$ cat config.mk
export PLATFORM = sky130hd
export DESIGN_NAME = fetch_ctrl
export DESIGN_NICKNAME = d
export VERILOG_FILES = /design/src/rtl/fetch_defs.sv /design/src/rtl/fetch_skid_buf.sv /design/src/rtl/fetch_ctrl.sv
export SDC_FILE = /design/constraint.sdc
export NUM_CORES = 1
export LEC_CHECK = 0
export CAP_MARGIN = 40
export CORE_ASPECT_RATIO = 0.75
export CORE_MARGIN = 1
export CORE_UTILIZATION = 50
export CTS_CLUSTER_SIZE = 30
export DETAILED_ROUTE_END_ITERATION = 7
export PLACE_DENSITY = 0.79
export SLEW_MARGIN = 40
export SYNTH_ARGS = -nofsm -noshare
export SYNTH_HDL_FRONTEND = slang
export SYNTH_HIERARCHICAL = 1
export SYNTH_SLANG_ARGS = --single-unit
$ cat constraint.sdc
create_clock -name clk -period 2.9 [get_ports clk]
set_input_delay 0.29 -clock clk [delete_from_list [all_inputs] [get_ports clk]]
set_output_delay 0.29 -clock clk [all_outputs]
set_load 0.005 [all_outputs]
$ cat src/rtl/fetch_defs.sv
// Shared definitions for the fetch sequencer: FSM states, buffer entry, reset constants.
package fetch_defs;

  typedef enum logic [1:0] {
    StFetch,
    StWait,
    StDrain,
    StHalted
  } fetch_state_e;

  localparam logic [15:0] DefResetPc = 16'h0000;
  localparam logic [15:0] DefNopInst = 16'h0800;

  typedef struct packed {
    logic [15:0] inst;
    logic [15:0] pc;
  } fetch_entry_t;

  // Instructions are halfword aligned; bit 0 of a target is dropped.
  function automatic logic [15:0] align_pc(input logic [15:0] addr);
    return {addr[15:1], 1'b0};
  endfunction

endpackage

$ cat src/rtl/fetch_skid_buf.sv
// Two-entry instruction buffer: main drives IF/ID, skid absorbs one response
// that arrives while main is held by a downstream stall.
module fetch_skid_buf
  import fetch_defs::*;
(
  input  logic         clk_i,
  input  logic         rst_ni,
  input  logic         flush_i,
  input  logic         push_i,
  input  fetch_entry_t push_entry_i,
  input  logic         pop_i,
  output fetch_entry_t main_entry_o,
  output logic         valid_o,
  output logic         full_o
);

  fetch_entry_t main_q, main_d;
  fetch_entry_t skid_q, skid_d;
  logic         main_vld_q, main_vld_d;
  logic         skid_vld_q, skid_vld_d;

  // Next-state for both entries: flush wins, then pop/shift, then push.
  always_comb begin
    main_d     = main_q;
    skid_d     = skid_q;
    main_vld_d = main_vld_q;
    skid_vld_d = skid_vld_q;
    if (flush_i) begin
      main_vld_d = 1'b0;
      skid_vld_d = 1'b0;
    end else if (pop_i) begin
      if (skid_vld_q) begin
        main_d     = skid_q;
        main_vld_d = 1'b1;
        skid_vld_d = 1'b0;
        if (push_i) begin
          skid_d     = push_entry_i;
          skid_vld_d = 1'b1;
        end
      end else if (push_i) begin
        main_d     = push_entry_i;
        main_vld_d = 1'b1;
      end else begin
        main_vld_d = 1'b0;
      end
    end else if (push_i) begin
      if (!main_vld_q) begin
        main_d     = push_entry_i;
        main_vld_d = 1'b1;
      end else if (!skid_vld_q) begin
        skid_d     = push_entry_i;
        skid_vld_d = 1'b1;
      end
      // Push into a full buffer cannot occur: requests are gated on skid empty.
    end
  end

  // Buffer state registers.
  always_ff @(posedge clk_i or negedge rst_ni) begin
    if (!rst_ni) begin
      main_q     <= '0;
      skid_q     <= '0;
      main_vld_q <= 1'b0;
      skid_vld_q <= 1'b0;
    end else begin
      main_q     <= main_d;
      skid_q     <= skid_d;
      main_vld_q <= main_vld_d;
      skid_vld_q <= skid_vld_d;
    end
  end

  assign main_entry_o = main_q;
  assign valid_o      = main_vld_q;
  assign full_o       = skid_vld_q;

endmodule

$ cat src/rtl/fetch_ctrl.sv
// Fetch sequencer: owns the fetch PC, runs the imem request/response handshake
// and feeds IF/ID through a two-entry buffer, with redirect and halt handling.
module fetch_ctrl
  import fetch_defs::*;
#(
  parameter logic [15:0] RESET_PC = DefResetPc,
  parameter logic [15:0] NOP_INST = DefNopInst
) (
  input  logic        clk,
  input  logic        rst,
  output logic        imem_rd,
  output logic [15:0] imem_addr,
  input  logic        imem_stall,
  input  logic        imem_done,
  input  logic [15:0] imem_data,
  input  logic        stall,
  input  logic        redirect,
  input  logic [15:0] redirect_pc,
  input  logic        halt,
  output logic [15:0] pc,
  output logic [15:0] inst,
  output logic        inst_valid,
  output logic [15:0] inst_pc,
  output logic [15:0] inst_pc_2,
  output logic        err
);

  fetch_state_e state_q;
  logic [15:0]  pc_q;
  logic [15:0]  req_pc_q;
  logic         err_q;

  logic         buf_valid;
  logic         buf_full;
  fetch_entry_t main_entry;
  fetch_entry_t push_entry;
  logic         accept;
  logic         push;
  logic         pop;
  logic         flush;

  // Request handshake and buffer control.
  always_comb begin
    imem_rd = (state_q == StFetch) && !buf_full;
    accept  = imem_rd && !imem_stall;
    push    = 1'b0;
    unique case (state_q)
      StFetch: push = accept && imem_done;
      StWait:  push = imem_done;
      default: push = 1'b0;
    endcase
    // Any response landing in a redirect/halt cycle belongs to the flushed stream.
    if (redirect || halt) begin
      push = 1'b0;
    end
    flush           = redirect || halt;
    pop             = buf_valid && !stall;
    push_entry.inst = imem_data;
    push_entry.pc   = (state_q == StFetch) ? pc_q : req_pc_q;
  end

  // FSM, fetch PC, outstanding-request address and sticky error.
  always_ff @(posedge clk or negedge rst) begin
    if (!rst) begin
      state_q  <= StFetch;
      pc_q     <= RESET_PC;
      req_pc_q <= RESET_PC;
      err_q    <= 1'b0;
    end else begin
      unique case (state_q)
        StFetch: begin
          if (redirect) begin
            pc_q  <= align_pc(redirect_pc);
            err_q <= err_q | redirect_pc[0];
            // A request accepted in this cycle is still in flight and must be drained.
            state_q <= (accept && !imem_done) ? StDrain : StFetch;
          end else if (halt) begin
            state_q <= StHalted;
          end else if (accept) begin
            pc_q     <= pc_q + 16'd2;
            req_pc_q <= pc_q;
            if (!imem_done) begin
              state_q <= StWait;
            end
          end
        end
        StWait, StDrain: begin
          if (redirect) begin
            pc_q    <= align_pc(redirect_pc);
            err_q   <= err_q | redirect_pc[0];
            state_q <= imem_done ? StFetch : StDrain;
          end else if (halt) begin
            state_q <= StHalted;
          end else if (imem_done) begin
            state_q <= StFetch;
          end
        end
        StHalted: state_q <= StHalted;
        default:  state_q <= StFetch;
      endcase
    end
  end

  fetch_skid_buf u_buf (
    .clk_i        (clk),
    .rst_ni       (rst),
    .flush_i      (flush),
    .push_i       (push),
    .push_entry_i (push_entry),
    .pop_i        (pop),
    .main_entry_o (main_entry),
    .valid_o      (buf_valid),
    .full_o       (buf_full)
  );

  assign imem_addr  = pc_q;
  assign pc         = pc_q;
  assign err        = err_q;
  assign inst_valid = buf_valid;
  assign inst       = buf_valid ? main_entry.inst : NOP_INST;
  assign inst_pc    = main_entry.pc;
  assign inst_pc_2  = main_entry.pc + 16'd2;

endmodule

==> flow_summary.toml, run 1 <==
[timing]
rsz0062_at_grt = "false"
min_period_ns = 2.744
skew_ns = 0.008735
slew_violations = 0
fin_tns_setup_ns = 0
max-slew-margin-rel = 0.4660
period_share = 0.9462
hold_violations = 0
finalSetupViolations = 0
worst_pin_slew_ns = 0.7976
clock.fmax_mhz = 364.4

[grt]
grt_start_max_net_pins = 66
antenna_found_initial = 0
gr-total-overflow = 0
first_global_vias = 4760
grt_first_pass_wirelength_mm = 24.14
grt_usage = 0.2555

[clock_tree]
clk_latency_ns = 0.34
cts.path.max_buffers = 2
cts_setup_buffers = 0
cts_buffers = 9
cts_root_buf = "clkbuf_16"
cts_max_level = 3
tritoncts = "yes"
clk_pin_slew_ns = 0.07
cts.sinks = 99

[die]
die_w_um = 126.1
dieArea_mm2 = 0.01199
initial_core_util = 0.5220
rows = 33
die_height_um = 95.09
core_mm2 = 0.01107
io_pins = 122

[logic_synthesis]
synth_edf_count = 0
synth.top_cell.area_share = 0.4288
synthCells = 568
synth_area_leaders = "dfrtp_1 43%, mux2_2 17%, nand3_1 6.3%"
ys_warn_count = 6
synth.most_common_cell = "dfrtp_1"
synthArstFlopShare = 1.000
synthTopCellsByCount = "99 x dfrtp_1, 87 x mux2_2, 73 x nand3_1"
synthFlopType = "dfrtp_1"
seq_area_frac_synth = 0.4288
netlist.top_cell.by_area = "dfrtp_1"
syn_area_per_cell_um2 = 10.17
yosysUniqueCellTypes = 56
synth_seq_cells = 99
netlist_area_mm2 = 0.005777

[route]
ant_nets = 0
wl_per_cell_um = 18.58
drt_wl_total_mm = 14.92
dr.first_iter.drc_count = 402
vias = 4798
drtPass1Iterations = 5
vias_per_cell = 5.975
drc_errors = 0

[worst_setup_path]
criticalPathCategory = "flop to primary output"
crit_buf_inv = 1
reg2reg_slack_ns = 0.56
cp_slowest_cell = "clkdlybuf4s50_1"
cp.required_ns = 2.61
end_kind = "primary output"
r2r_start = "state_q[0]$_DFFE_PN0P_"
slowest_delay_ns = 0.52
path_cells = "and3_1 -> nand3_2 -> nor4_2 -> xor2_1 -> clkdlybuf4s50_1"
critPathMaxFanout = 6
r2r_cells = 8
cp-start-kind = "flop"
reg2reg_to = "u_buf/main_entry_o[12]$_DFFE_PN0P_"
worstPathArrival_ns = 2.45
path_delay_family = "simple AND/OR/NAND/NOR gates"

[finish]
stdcell_area_mm2 = 0.007231
fin_nets = 704
area_growth_pct = 25.17
fill_cells = 880
drive_gt1_frac = 0.1991
diodes = 0
final_util = 0.6534

[flow_run]
cap_viol_max_count = 0

[place]
io_buffers = 119
post_dp_cell_area_mm2 = 0.006925
gp_congestion = 0.9230
post-dp-hpwl_mm = 10.28

[power]
leakage_nw = 3.118
p_per_area_mw_per_mm2 = 866.2
peakVddDrop_mv = 0.5899

[status]
outcome = "finished clean"

[worst_hold_path]
hold_path_class = "input port to async pin"
==> layout make-up <==
type / instances / area (µm²) / share of cell area
inverter: 9 / 33.78 / 0.004672
tap: 140 / 175.2 / 0.02423
clock inverter: 5 / 55.05 / 0.007614
clock buffer: 10 / 229.0 / 0.03167
timing repair buffer: 135 / 1336 / 0.1848
sequential: 99 / 2477 / 0.3426
multi-input combinational: 405 / 2924 / 0.4044
==> power by group <==
group / total [mW] / internal [mW] / switching (mW)
combinational: 2.77 / 1.61 / 1.16
sequential: 2.31 / 1.81 / 0.502
clock: 1.18 / 0.662 / 0.518
==> through the flow <==
step | hold slack [ns] | cells | total power [mW] | setup WS [ns]
5_1_grt | 0.4965 | 803 | 6.640 | 0.0005596
6_report | 0.4713 | 803 | 6.263 | 0.1561
2_1_floorplan | -0.005591 | 571 | 3.920 | 0.6611
4_1_cts | 0.4862 | 803 | 6.276 | 0.02800
3_3_place_gp | 0.3194 | 787 | 4.969 | 0.3578
3_5_place_dp | 0.3176 | 787 | 5.081 | 0.3296
==> cells by family after synthesis <==
logic type / after synthesis / synth area share
DFF: 99 / 0.4289
and+or+nand+nor: 195 / 0.1700
buffers and inverters: 67 / 0.07039
xor gates and xnor gates: 13 / 0.01971
other: 1 / 0.0006491
adders and majority gates: 6 / 0.01300
AOI/OAI and AO/OA: 92 / 0.1126
muxes: 95 / 0.1848
==> cells in the final DEF, fill, tap and decap left out, types with 3 or more instances in the layout <==
master,synthesis,final
o21ai_0,8,8
mux2_2,87,87
inv_1,9,9
nor2_1,17,17
nand2_1,50,50
ha_1,6,6
clkdlybuf4s50_1,0,118
xnor2_1,8,8
o21ai_1,8,8
o211ai_1,31,31
and3_1,3,3
a31oi_1,3,3
xor2_1,5,5
clkbuf_16,0,9
mux2_1,6,6
nand2b_1,3,3
a2bb2oi_1,4,4
o22ai_1,5,5
and2_1,17,16
buf_4,25,14
nor3_1,5,5
a21oi_1,16,16
dfrtp_1,99,99
nand3_1,73,72
nand4_1,6,6
nor2b_1,5,4
conb_1,1,4
==> timing repair <==
item / 4_1_cts / 5_1_grt
setup endpoints to repair: 1 / 1
hold buffers: 1 / 0
resized for setup: 1 / 1
hold endpoints to repair: 42 / 0
==> state kept, by name, summed over array words and instances (netlist names) <==
signal,flops
u_buf/main_entry_o,32
err,1
req_pc_q,15
imem_addr,15
u_buf/skid_q,32
u_buf/valid_o,1
u_buf/full_o,1
state_q,2
==> worst max path at each step <==
stage          cells past startpoint                               from                           endpoint
2_1_floorplan                      9             state_q[0]$_DFFE_PN0P_  u_buf/main_entry_o[0]$_DFFE_PN0P_
3_3_place_gp                       5  u_buf/main_entry_o[1]$_DFFE_PN0P_                      inst_pc_2[15]
3_5_place_dp                       5  u_buf/main_entry_o[1]$_DFFE_PN0P_                      inst_pc_2[15]
4_1_cts                            5  u_buf/main_entry_o[1]$_DFFE_PN0P_                      inst_pc_2[15]
5_1_grt                            5  u_buf/main_entry_o[3]$_DFFE_PN0P_                      inst_pc_2[15]
6_report                           5  u_buf/main_entry_o[3]$_DFFE_PN0P_                      inst_pc_2[15]
==> metal layers <==
| layer | track usage | vias to the layer above | part of all wire |
|---|---|---|---|
| met5 | 0 | - | 0 |
| met4 | 0.07129 | 0 | 0.014 |
| met3 | 0.06173 | 17 | 0.057 |
| met2 | 0.4052 | 178 | 0.48 |
| met1 | 0.3512 | 2395 | 0.45 |
| li1 | - | 2208 | - |
(Power assumes the default switching activity.)
==> inputs of run 2 (changes only) <==
- PLACE_DENSITY: 0.79 -> 0.8
- SYNTH_HIERARCHICAL: 1 -> not set
==> run 2 against run 1 <==
Critical path depth up 3. Via count down 18%. Synthesized cell count down 9.7%. Global-route usage down 3.5 points. Worst setup slack better by 0.36 ns. Clock power up 16%. Sequential share of layout area up 1.8 points. Cell area down 7.0%. Combinational power up 9.0%. Utilization down 0.25 points. Largest power group unchanged.
==> flow_summary.toml, run 2 <==
[logic_synthesis]
synth_edf_count = 0
synth.top_cell.area_share = 0.4561
yosysUniqueCellTypes = 49
synthTopCellsByCount = "97 x dfrtp_1, 62 x mux2_2, 55 x nand2_1"
seq_area_frac_synth = 0.4561
synth_top_family_by_area = "multiplexers"
syn_area_per_cell_um2 = 10.37
synth.most_common_cell = "dfrtp_1"
synth_adder_area_share = 0.01411
synth_xor_area_frac = 0.02304
synth_compound_area_frac = 0.1183
synthFlopType = "dfrtp_1"
synthMuxAreaShare = 0.1895
netlist_area_mm2 = 0.005321
synth_area_leaders = "dfrtp_1 46%, mux2_2 13%, mux2i_1 5.8%"
ys_warn_count = 0
synth_seq_cells = 97
synthCells = 513
netlist.top_cell.by_area = "dfrtp_1"
synthArstFlopShare = 1.000
synthSimpleGateAreaFrac = 0.1103

[grt]
first_global_vias = 3889
grt_start_max_net_pins = 98
gr-total-overflow = 0
grt_first_pass_wirelength_mm = 19.24
antenna_found_initial = 0
grt_usage = 0.2207

[worst_setup_path]
crit_buf_inv = 3
reg2reg_to = "u_buf.main_entry_o[4]$_DFFE_PN0P_"
critPathMaxFanout = 17
reg2reg_slack_ns = 0.51
slowest_delay_ns = 0.41
criticalPathCategory = "flop to flop"
path_cells = "inv_1 -> ha_1 -> nor3b_4 -> o21ai_2 -> a221oi_4 -> buf_4 -> buf_4 -> mux2i_1"
cp-start-kind = "flop"
r2r_cells = 8
path_delay_family = "buffers and inverters"
cp.required_ns = 3.15
cpMostUsedCell = "buf_4"
cp_slowest_cell = "dfrtp_1"
worstPathArrival_ns = 2.64
end_kind = "flop"
r2r_start = "state_q[1]$_DFFE_PN0P_"

[timing]
hold_violations = 0
worst_pin_slew_ns = 0.7433
fin_tns_setup_ns = 0
finalSetupViolations = 0
clock.fmax_mhz = 419.3
slew_violations = 0
skew_ns = 0.006462
rsz0062_at_grt = "false"
period_share = 0.8224
max-slew-margin-rel = 0.5045
min_period_ns = 2.385

[finish]
fin_nets = 634
drive_gt1_frac = 0.1616
area_growth_pct = 26.36
diodes = 0
layout_common_cells = "116 x clkdlybuf4s50_1, 97 x dfrtp_1, 62 x mux2_2"
final_common_cell = "clkdlybuf4s50_1"
fill_cells = 820

[clock_tree]
cts_buffers = 9
clk_pin_slew_ns = 0.06
cts.sinks = 97
cts_setup_buffers = 0
cts.repair.resized = 0
cts.path.max_buffers = 2
cts_hold_buf = 0
clk_latency_ns = 0.34
cts_max_level = 3
cts_root_buf = "clkbuf_16"
tritoncts = "yes"

[power]
switchingPower_mw = 2.403
clockPowerShare = 0.201
swShare = 0.3522
peakVddDrop_mv = 0.6586
leakage_nw = 2.877
p_per_area_mw_per_mm2 = 1015
p_comb_frac = 0.442
seqPwrFrac = 0.357
p_int_mw = 4.420
p_total_mw = 6.823

[die]
io_pins = 122
die_w_um = 121.1
initial_core_util = 0.5151
dieArea_mm2 = 0.01106
die_height_um = 91.34
rows = 32
core_mm2 = 0.01033

[route]
vias_per_cell = 5.381
drtPass1Iterations = 4
ant_nets = 0
drt_wl_total_mm = 11.61
dr.first_iter.drc_count = 189
wl_per_cell_um = 15.91
vias = 3928
drc_errors = 0

[worst_hold_path]
hold_path_class = "input port to async pin"

[status]
outcome = "finished clean"

[place]
gp_congestion = 0.8403
post-dp-hpwl_mm = 8.034
io_buffers = 117

[flow_run]
cap_viol_max_count = 0
==> run 2: cell count changes in the layout (fill, tap and decap cells not counted), moves of 8 or more <==
cell	previous run	this run
nand3_1	72	12
o21ai_0	8	42
mux2i_1	2	31
o211ai_1	31	2
mux2_2	87	62
inv_1	9	21
o21ai_1	8	0
==> run 2: worst register-to-register path, cell delays in order (launching register included) <==
cell,delay [ns]
dfrtp_1,0.41
inv_1,0.13
ha_1,0.20
nor3b_4,0.32
o21ai_2,0.14
a221oi_4,0.25
buf_4,0.30
buf_4,0.32
mux2i_1,0.24
==> run 2: cell families (layout without fill, tap and decap cells) <==
group,Yosys count,count (layout)
AO/OA/AOI/OAI,99,99
flip-flops,97,97
buffers and inverters,84,162
other,1,4
adder cells (fa/ha/maj),6,6
XOR/XNOR,14,14
multiplexers,93,93
AND/OR/NAND/NOR,119,119
==> run 2: power by group through the flow <==
stage | registers [mW] | clock network [mW] | logic, mW
CTS | 2.43 | 1.40 | 3.03
detailed placement | 2.45 | 0 | 3.00
global placement | 2.40 | 0 | 2.90
floorplan | 2.24 | 0 | 1.96
global route | 2.52 | 1.45 | 3.32
finish | 2.43 | 1.37 | 3.02
==> run 2: layout make-up <==
type                       instances  area [µm²]  share of cell area
clock buffer                      10       239.0             0.03554
clock inverter                     6       113.9             0.01693
inverter                          21       78.83             0.01172
multi-input combinational        335        2454              0.3649
sequential                        97        2427              0.3610
tap                              136       170.2             0.02531
timing repair buffer             125        1241              0.1846
==> run 2: routing by layer <==
metal,vias up,GRT usage,routed length (µm)
met5,-,0,0
met4,0,0.04321,82
met1,1872,0.3072,5482
met3,7,0.04837,599
met2,131,0.3548,5447
li1,1918,-,-
==> run 2: how the worst max path moves through the flow <==
stage / startpoint / end / slack, ns / cells after the start
after floorplan: state_q[0]$_DFFE_PN0P_ / u_buf.main_entry_o[27]$_DFFE_PN0P_ / 0.80 / 8
after global placement: redirect / u_buf.main_entry_o[7]$_DFFE_PN0P_ / 0.56 / 6
after detailed placement: redirect / u_buf.main_entry_o[4]$_DFFE_PN0P_ / 0.48 / 6
after CTS: state_q[0]$_DFFE_PN0P_ / u_buf.main_entry_o[14]$_DFFE_PN0P_ / 0.50 / 8
after global routing: state_q[1]$_DFFE_PN0P_ / u_buf.main_entry_o[14]$_DFFE_PN0P_ / 0.31 / 8
final: state_q[1]$_DFFE_PN0P_ / u_buf.main_entry_o[4]$_DFFE_PN0P_ / 0.51 / 8
==> run 2: metrics by stage <==
step           instance area (µm²)  hold WS, ns  instances    util  setup WS [ns]
2_1_floorplan                 5333    -0.005591        516       -         0.8019
3_3_place_gp                  6366       0.3817        714  0.6163         0.5643
3_5_place_dp                  6366       0.3842        714  0.6163         0.4812
4_1_cts                       6719      0.01871        730  0.6504         0.5017
5_1_grt                       6724      0.03502        730  0.6509         0.3142
6_report                      6724     0.002262        730  0.6509         0.5150
